--- config.mk ---
export PLATFORM = sky130hd
export DESIGN_NAME = coax_tx
export DESIGN_NICKNAME = d
export VERILOG_FILES = /design/src/rtl/coax_tx_pkg.sv /design/src/rtl/coax_tx_bit_timer.sv /design/src/rtl/coax_tx.sv
export SDC_FILE = /design/constraint.sdc
export NUM_CORES = 1
export LEC_CHECK = 0
export ABC_AREA = 1
export BUFFER_PORTS_ARGS = -buffer_cell sky130_fd_sc_hd__buf_2
export CORE_ASPECT_RATIO = 1.75
export CORE_MARGIN = 8
export CORE_UTILIZATION = 50
export DETAILED_ROUTE_END_ITERATION = 10
export PLACE_DENSITY = 0.71
export SYNTH_ARGS = -nofsm -noshare
export SYNTH_HDL_FRONTEND = slang
export SYNTH_SLANG_ARGS = --single-unit
--- constraint.sdc ---
create_clock -name clk -period 1.95 [get_ports clk]
set_clock_uncertainty 0.05 [all_clocks]
set_input_delay 0.0975 -clock clk [delete_from_list [all_inputs] [get_ports clk]]
set_output_delay 0.0975 -clock clk [all_outputs]
set_load 0.02 [all_outputs]
--- src/rtl/coax_tx_pkg.sv ---
// coax_tx_pkg: framing constants, word type and parity helper shared by the coax transmitter.
package coax_tx_pkg;
   localparam int COAX_WORD_BITS       = 10;
   localparam int COAX_START_BITS      = 5;
   localparam int COAX_VIOLATION_CELLS = 3;
   localparam int COAX_END_HOLD_CELLS  = 2;
   typedef logic [COAX_WORD_BITS-1:0] coax_word_t;
   function automatic logic coax_parity(input coax_word_t w);
      return ^w;
   endfunction
endpackage

--- src/rtl/coax_tx_bit_timer.sv ---
// coax_tx_bit_timer: bit-cell clock divider with half-cell strobes and a half-cell index.
module coax_tx_bit_timer #(
   parameter int CLOCKS_PER_BIT = 8
) (
   input  logic       clk,
   input  logic       reset,
   input  logic       restart_i,
   output logic       half_strobe_o,
   output logic       cell_strobe_o,
   output logic       second_half_o,
   output logic [2:0] half_idx_o
);
   localparam int CW   = $clog2(CLOCKS_PER_BIT);
   localparam int HALF = CLOCKS_PER_BIT / 2;
   logic [CW-1:0] cnt_q, cnt_d;
   logic [2:0]    half_q, half_d;
   assign cell_strobe_o = cnt_q == CW'(CLOCKS_PER_BIT - 1);
   assign half_strobe_o = cell_strobe_o || cnt_q == CW'(HALF - 1);
   // Position outputs describe the upcoming clock so the owner can register its line level.
   assign cnt_d         = (restart_i || cell_strobe_o) ? '0 : cnt_q + CW'(1);
   assign half_d        = restart_i ? 3'd0 : half_strobe_o ? half_q + 3'd1 : half_q;
   assign second_half_o = cnt_d >= CW'(HALF);
   assign half_idx_o    = half_d;
   always_ff @(posedge clk) begin
      if (reset) begin
         cnt_q  <= '0;
         half_q <= 3'd0;
      end else begin
         cnt_q  <= cnt_d;
         half_q <= half_d;
      end
   end
endmodule

--- src/rtl/coax_tx.sv ---
// coax_tx: 3270 coax transmitter; frames 10-bit words with start, violation, sync, parity
// and end sequences and emits the Manchester-encoded line level.
module coax_tx
   import coax_tx_pkg::*;
#(
   parameter int CLOCKS_PER_BIT = 8
) (
   input  logic                      clk,
   input  logic                      reset,
   input  logic [COAX_WORD_BITS-1:0] data,
   input  logic                      valid,
   output logic                      ready,
   output logic                      active,
   output logic                      tx
);
   localparam logic [2:0] ST_IDLE      = 3'd0;
   localparam logic [2:0] ST_START     = 3'd1;
   localparam logic [2:0] ST_VIOLATION = 3'd2;
   localparam logic [2:0] ST_SYNC      = 3'd3;
   localparam logic [2:0] ST_DATA      = 3'd4;
   localparam logic [2:0] ST_PARITY    = 3'd5;
   localparam logic [2:0] ST_END       = 3'd6;

   logic [2:0] state_q, state_d;
   logic [3:0] cell_q, cell_d;
   coax_word_t hold_q, hold_d, shift_q, shift_d;
   logic       full_q, full_d, par_q, par_d, tx_q, tx_d, active_q;
   logic       hs, load, restart, last_cell, advance, bit_nxt;
   logic       half_strobe, cell_strobe, second_half;
   logic [2:0] half_idx;

   coax_tx_bit_timer #(.CLOCKS_PER_BIT(CLOCKS_PER_BIT)) u_timer (
      .clk          (clk),
      .reset        (reset),
      .restart_i    (restart),
      .half_strobe_o(half_strobe),
      .cell_strobe_o(cell_strobe),
      .second_half_o(second_half),
      .half_idx_o   (half_idx)
   );

   assign ready  = !full_q && !reset;
   assign active = active_q;
   assign tx     = tx_q;
   assign hs     = valid && ready;

   always_comb begin
      case (state_q)
         ST_START:     last_cell = cell_q == 4'(COAX_START_BITS - 1);
         ST_VIOLATION: last_cell = cell_q == 4'(COAX_VIOLATION_CELLS - 1);
         ST_DATA:      last_cell = cell_q == 4'(COAX_WORD_BITS - 1);
         ST_END:       last_cell = cell_q == 4'(COAX_END_HOLD_CELLS);
         default:      last_cell = 1'b1;
      endcase
      advance = cell_strobe && last_cell;
      case (state_q)
         ST_IDLE:      state_d = full_q ? ST_START : ST_IDLE;
         ST_START:     state_d = advance ? ST_VIOLATION : state_q;
         ST_VIOLATION: state_d = advance ? ST_SYNC : state_q;
         ST_SYNC:      state_d = advance ? ST_DATA : state_q;
         ST_DATA:      state_d = advance ? ST_PARITY : state_q;
         // Continuation sees full as it was before any handshake on this same edge.
         ST_PARITY:    state_d = advance ? (full_q ? ST_SYNC : ST_END) : state_q;
         ST_END:       state_d = advance ? ST_IDLE : state_q;
         default:      state_d = ST_IDLE;
      endcase
   end

   assign restart = state_q == ST_IDLE || state_d != state_q;
   assign load    = state_d == ST_SYNC && state_q != ST_SYNC;
   assign cell_d  = restart ? 4'd0 : cell_strobe ? cell_q + 4'd1 : cell_q;
   assign full_d  = hs || (full_q && !load);
   assign hold_d  = hs ? data : hold_q;
   assign shift_d = load ? hold_q : (state_q == ST_DATA && cell_strobe) ? shift_q << 1 : shift_q;
   assign par_d   = load ? coax_parity(hold_q) : par_q;

   // Line level for the upcoming clock, from the next state and timer position.
   assign bit_nxt = state_d == ST_DATA ? shift_d[COAX_WORD_BITS-1]
                  : state_d == ST_PARITY ? par_q
                  : state_d != ST_END;
   assign tx_d    = state_d == ST_IDLE ? 1'b0
                  : state_d == ST_VIOLATION ? half_idx >= 3'd3
                  : (state_d == ST_END && cell_d != 4'd0) ? 1'b1
                  : second_half ? bit_nxt : !bit_nxt;

   always_ff @(posedge clk) begin
      if (reset) begin
         state_q  <= ST_IDLE;
         cell_q   <= 4'd0;
         hold_q   <= '0;
         shift_q  <= '0;
         full_q   <= 1'b0;
         par_q    <= 1'b0;
         tx_q     <= 1'b0;
         active_q <= 1'b0;
      end else begin
         state_q  <= state_d;
         cell_q   <= cell_d;
         hold_q   <= hold_d;
         shift_q  <= shift_d;
         full_q   <= full_d;
         par_q    <= par_d;
         tx_q     <= (half_strobe || state_q == ST_IDLE) ? tx_d : tx_q;
         active_q <= state_d != ST_IDLE;
      end
   end
endmodule

==> flow_summary_export.csv <==
group,metric,value,unit
drt,vias,2073,
power_and_ir_drop,finalPower,1950,uW
hold_path,holdPathStages,3,
timing,slew-limit-headroom,0.666,
critical_path,worst_ep_required_time,2080,ps
critical_path,criticalPathCategory,"flip-flop to flip-flop",
global_route,grt_use_total,0.170,
finish,drive_above_1_share,0.365,
drt,dr.pass1.iters,4,
timing,drv_slew,0,
floorplanning,io_pins,16,
hold_path,hold_start,"data[7]",
status,violations,"setup timing",
critical_path,arrival,2350,ps
placed_design,dp_cells,363,
floorplanning,core_area,0.00383,mm^2
drt,drt-total-wl,5650,um
global_route,grt_pass1_vias,2028,
timing,fin_crit_sh,1.14,
logic_synthesis,ys_seq_area_frac,0.375,
clocking,insertion_delay,290,ps
drt,drc,0,
timing,fmax,450,MHz
finish,layout_common_cells,"65 x nand2_1, 42 x buf_4, 34 x dfxtp_1, 23 x nand3_1, 22 x inv_1",
drt,routedWlPerCell,14.4,um
finish,area_growth_syn_to_layout,45.8,%
timing,rsz0062_at_grt,"yes",
critical_path,start_kind,"flip-flop",
drt,drt-initial-drc-count,76,
drt,ant_nets,0,
finish,diodes,0,
floorplanning,die_w,63.5,um
clocking,root_buffer,"clkbuf_8",
finish,layout_commonest_cell,"nand2_1",
logic_synthesis,synthCells,273,
critical_path,cp_max_fo,6,
clocking,clock_sinks,37,
run,maxCapViolCount,0,
drt,vias_per_cell,5.27,
critical_path,ff2ff_path_depth,17,
finish,fin_cells,393,
logic_synthesis,yosys_warnings,0,
logic_synthesis,synth_edf_count,0,
timing,fin_ws,-271,ps
timing,worst_pin_slew,500,ps
finish,fillers,301,
placed_design,hpwlAfterDp,3640,um
critical_path,timing.rr.end,"tx",
timing,setup-violations-final,13,
finish,nNetsFinal,362,
floorplanning,std_cell_rows,30,
hold_path,holdPathEnd,"hold_q[7]",
timing,period_needed,2220,ps
floorplanning,start_util,0.515,
timing,hold_viol_final,0,
hold_path,holdCritPathClass,"primary input to flip-flop",
global_route,antenna_found_initial,0,
clocking,numCtsBuffers,5,
logic_synthesis,ys_ff_latch,37,
power_and_ir_drop,ir_drop,0.778,mV
power_and_ir_drop,leakage,0.00131,uW
logic_synthesis,synth_area,0.00197,mm^2
global_route,grt_max_degree,21,
placed_design,buffer_ports.inserted,15,
clocking,cts_buffer_depth,2,
clocking,cts_tree,"built",
logic_synthesis,yosysUniqueCellTypes,33,
clocking,h-tree-depth,2,
clocking,clkSlewWorstSetupHoldPaths,80,ps
status,status,"finished with violations",
global_route,grt_pass1_wl,8740,um
logic_synthesis,synth_flop_cell,"dfxtp_1",
placed_design,gp_congestion,0.938,
critical_path,r2r_start,"state_q[0]",
timing,tns,-2010,ps
logic_synthesis,syn_nets,291,
power_and_ir_drop,powerDensity,677,mW/mm^2
critical_path,critPathCaptureType,"flip-flop",
critical_path,rrSetupSlack,-270,ps
floorplanning,fp.dieArea,0.00629,mm^2
logic_synthesis,synth_area_per_cell,7.23,um^2
global_route,grt_remaining_overflow,0,
floorplanning,fp.dieH,99.1,um
logic_synthesis,async_reset_ff_frac,0,
[logic make-up after synthesis]
group | count (synthesis) | share of synthesized area
compound gates | 31 | 0.107
xor+xnor | 14 | 0.0621
fa+ha+maj | 5 | 0.0317
buf+inv | 40 | 0.0786
flops | 37 | 0.375
mux | 1 | 0.00507
simple gates | 145 | 0.340
[how the worst max path moves through the flow]
stage	start	to	slack [ps]
5_1_grt	state_q[0]	tx	-410
2_1_floorplan	state_q[2]	tx	0.5
6_report	state_q[0]	tx	-270
3_5_place_dp	state_q[1]	tx	-300
3_3_place_gp	state_q[1]	tx	-310
4_1_cts	state_q[0]	tx	-220
[per-stage QoR]
stage          setup slack [ps]   util  hold slack, ps  instance area (um^2)
4_1_cts                    -216  0.699            49.9                  2680
3_3_place_gp               -312  0.614             242                  2350
6_report                   -271  0.752            46.3                  2880
2_1_floorplan             0.524      -             158                  1990
5_1_grt                    -406  0.752            79.4                  2880
3_5_place_dp               -296  0.614             246                  2350
[layout make-up]
cell class,count,area [um^2],area share
clock buffer,5,68.8,0.0239
clock inverter,3,68.8,0.0239
inverter,32,134,0.0465
multi-input combinational,196,1230,0.427
sequential,37,752,0.261
tap,48,60.1,0.0209
timing repair buffer,72,567,0.197
[worst max-delay path: stages, from the launching register on]
cell and delay (ps):
dfxtp_4 400, inv_6 60, nand2_4 80, nand2_1 60, nand2_1 70, nand3_2 80, o21bai_4 190, buf_6 140
nand3_2 80, nand2_2 100, nand3_4 120, buf_6 170, nand4_1 80, nand3_1 130, nand3_1 120, nand3_2 80
nand2_2 60, a21oi_2 50
[sequential cells by signal, summed over array words and instances, names as in the netlist]
name,cells
tx,1
u_timer.cnt_q,3
hold_q,10
full_q,1
state_q,3
u_timer.half_q,3
shift_q,10
cell_q,4
active,1
par_q,1
[where the power goes]
part	switching, uW	internal (uW)	leakage [uW]
registers	24.5	780	0.000303
logic	172	161	0.000939
clock network	295	515	0.0000687
total	491	1460	0.00131
[cells in the mapped netlist (7+ instances only)]
master   instances  area [um^2]
nand2_1         73          274
dfxtp_1         37          741
nand3_1         30          150
inv_1           24         90.1
nor2_1          15         56.3
nand2_2          9         56.3
a31oi_1          8         50.1
o21ai_0          8         40.0
xnor2_1          8         70.1
a21oi_1          7         35.0
[metal layers]
metal	GRT usage	vias to the layer above	part of all wire
met5	0	-	0
met4	0.0829	0	0.059
met3	0.0394	25	0.026
met2	0.345	45	0.57
met1	0.145	975	0.35
li1	-	1028	-
[what timing repair did]
item | in CTS | in global routing
gates resized for setup | 17 | 36
buffers inserted | 7 | 6
gates cloned | 0 | 1
pin swaps | 7 | 18
endpoints found under the hold margin | 8 | 0
endpoints found under the setup margin | 18 | 24
hold buffers | 8 | 0
(Power assumes the default switching activity.)
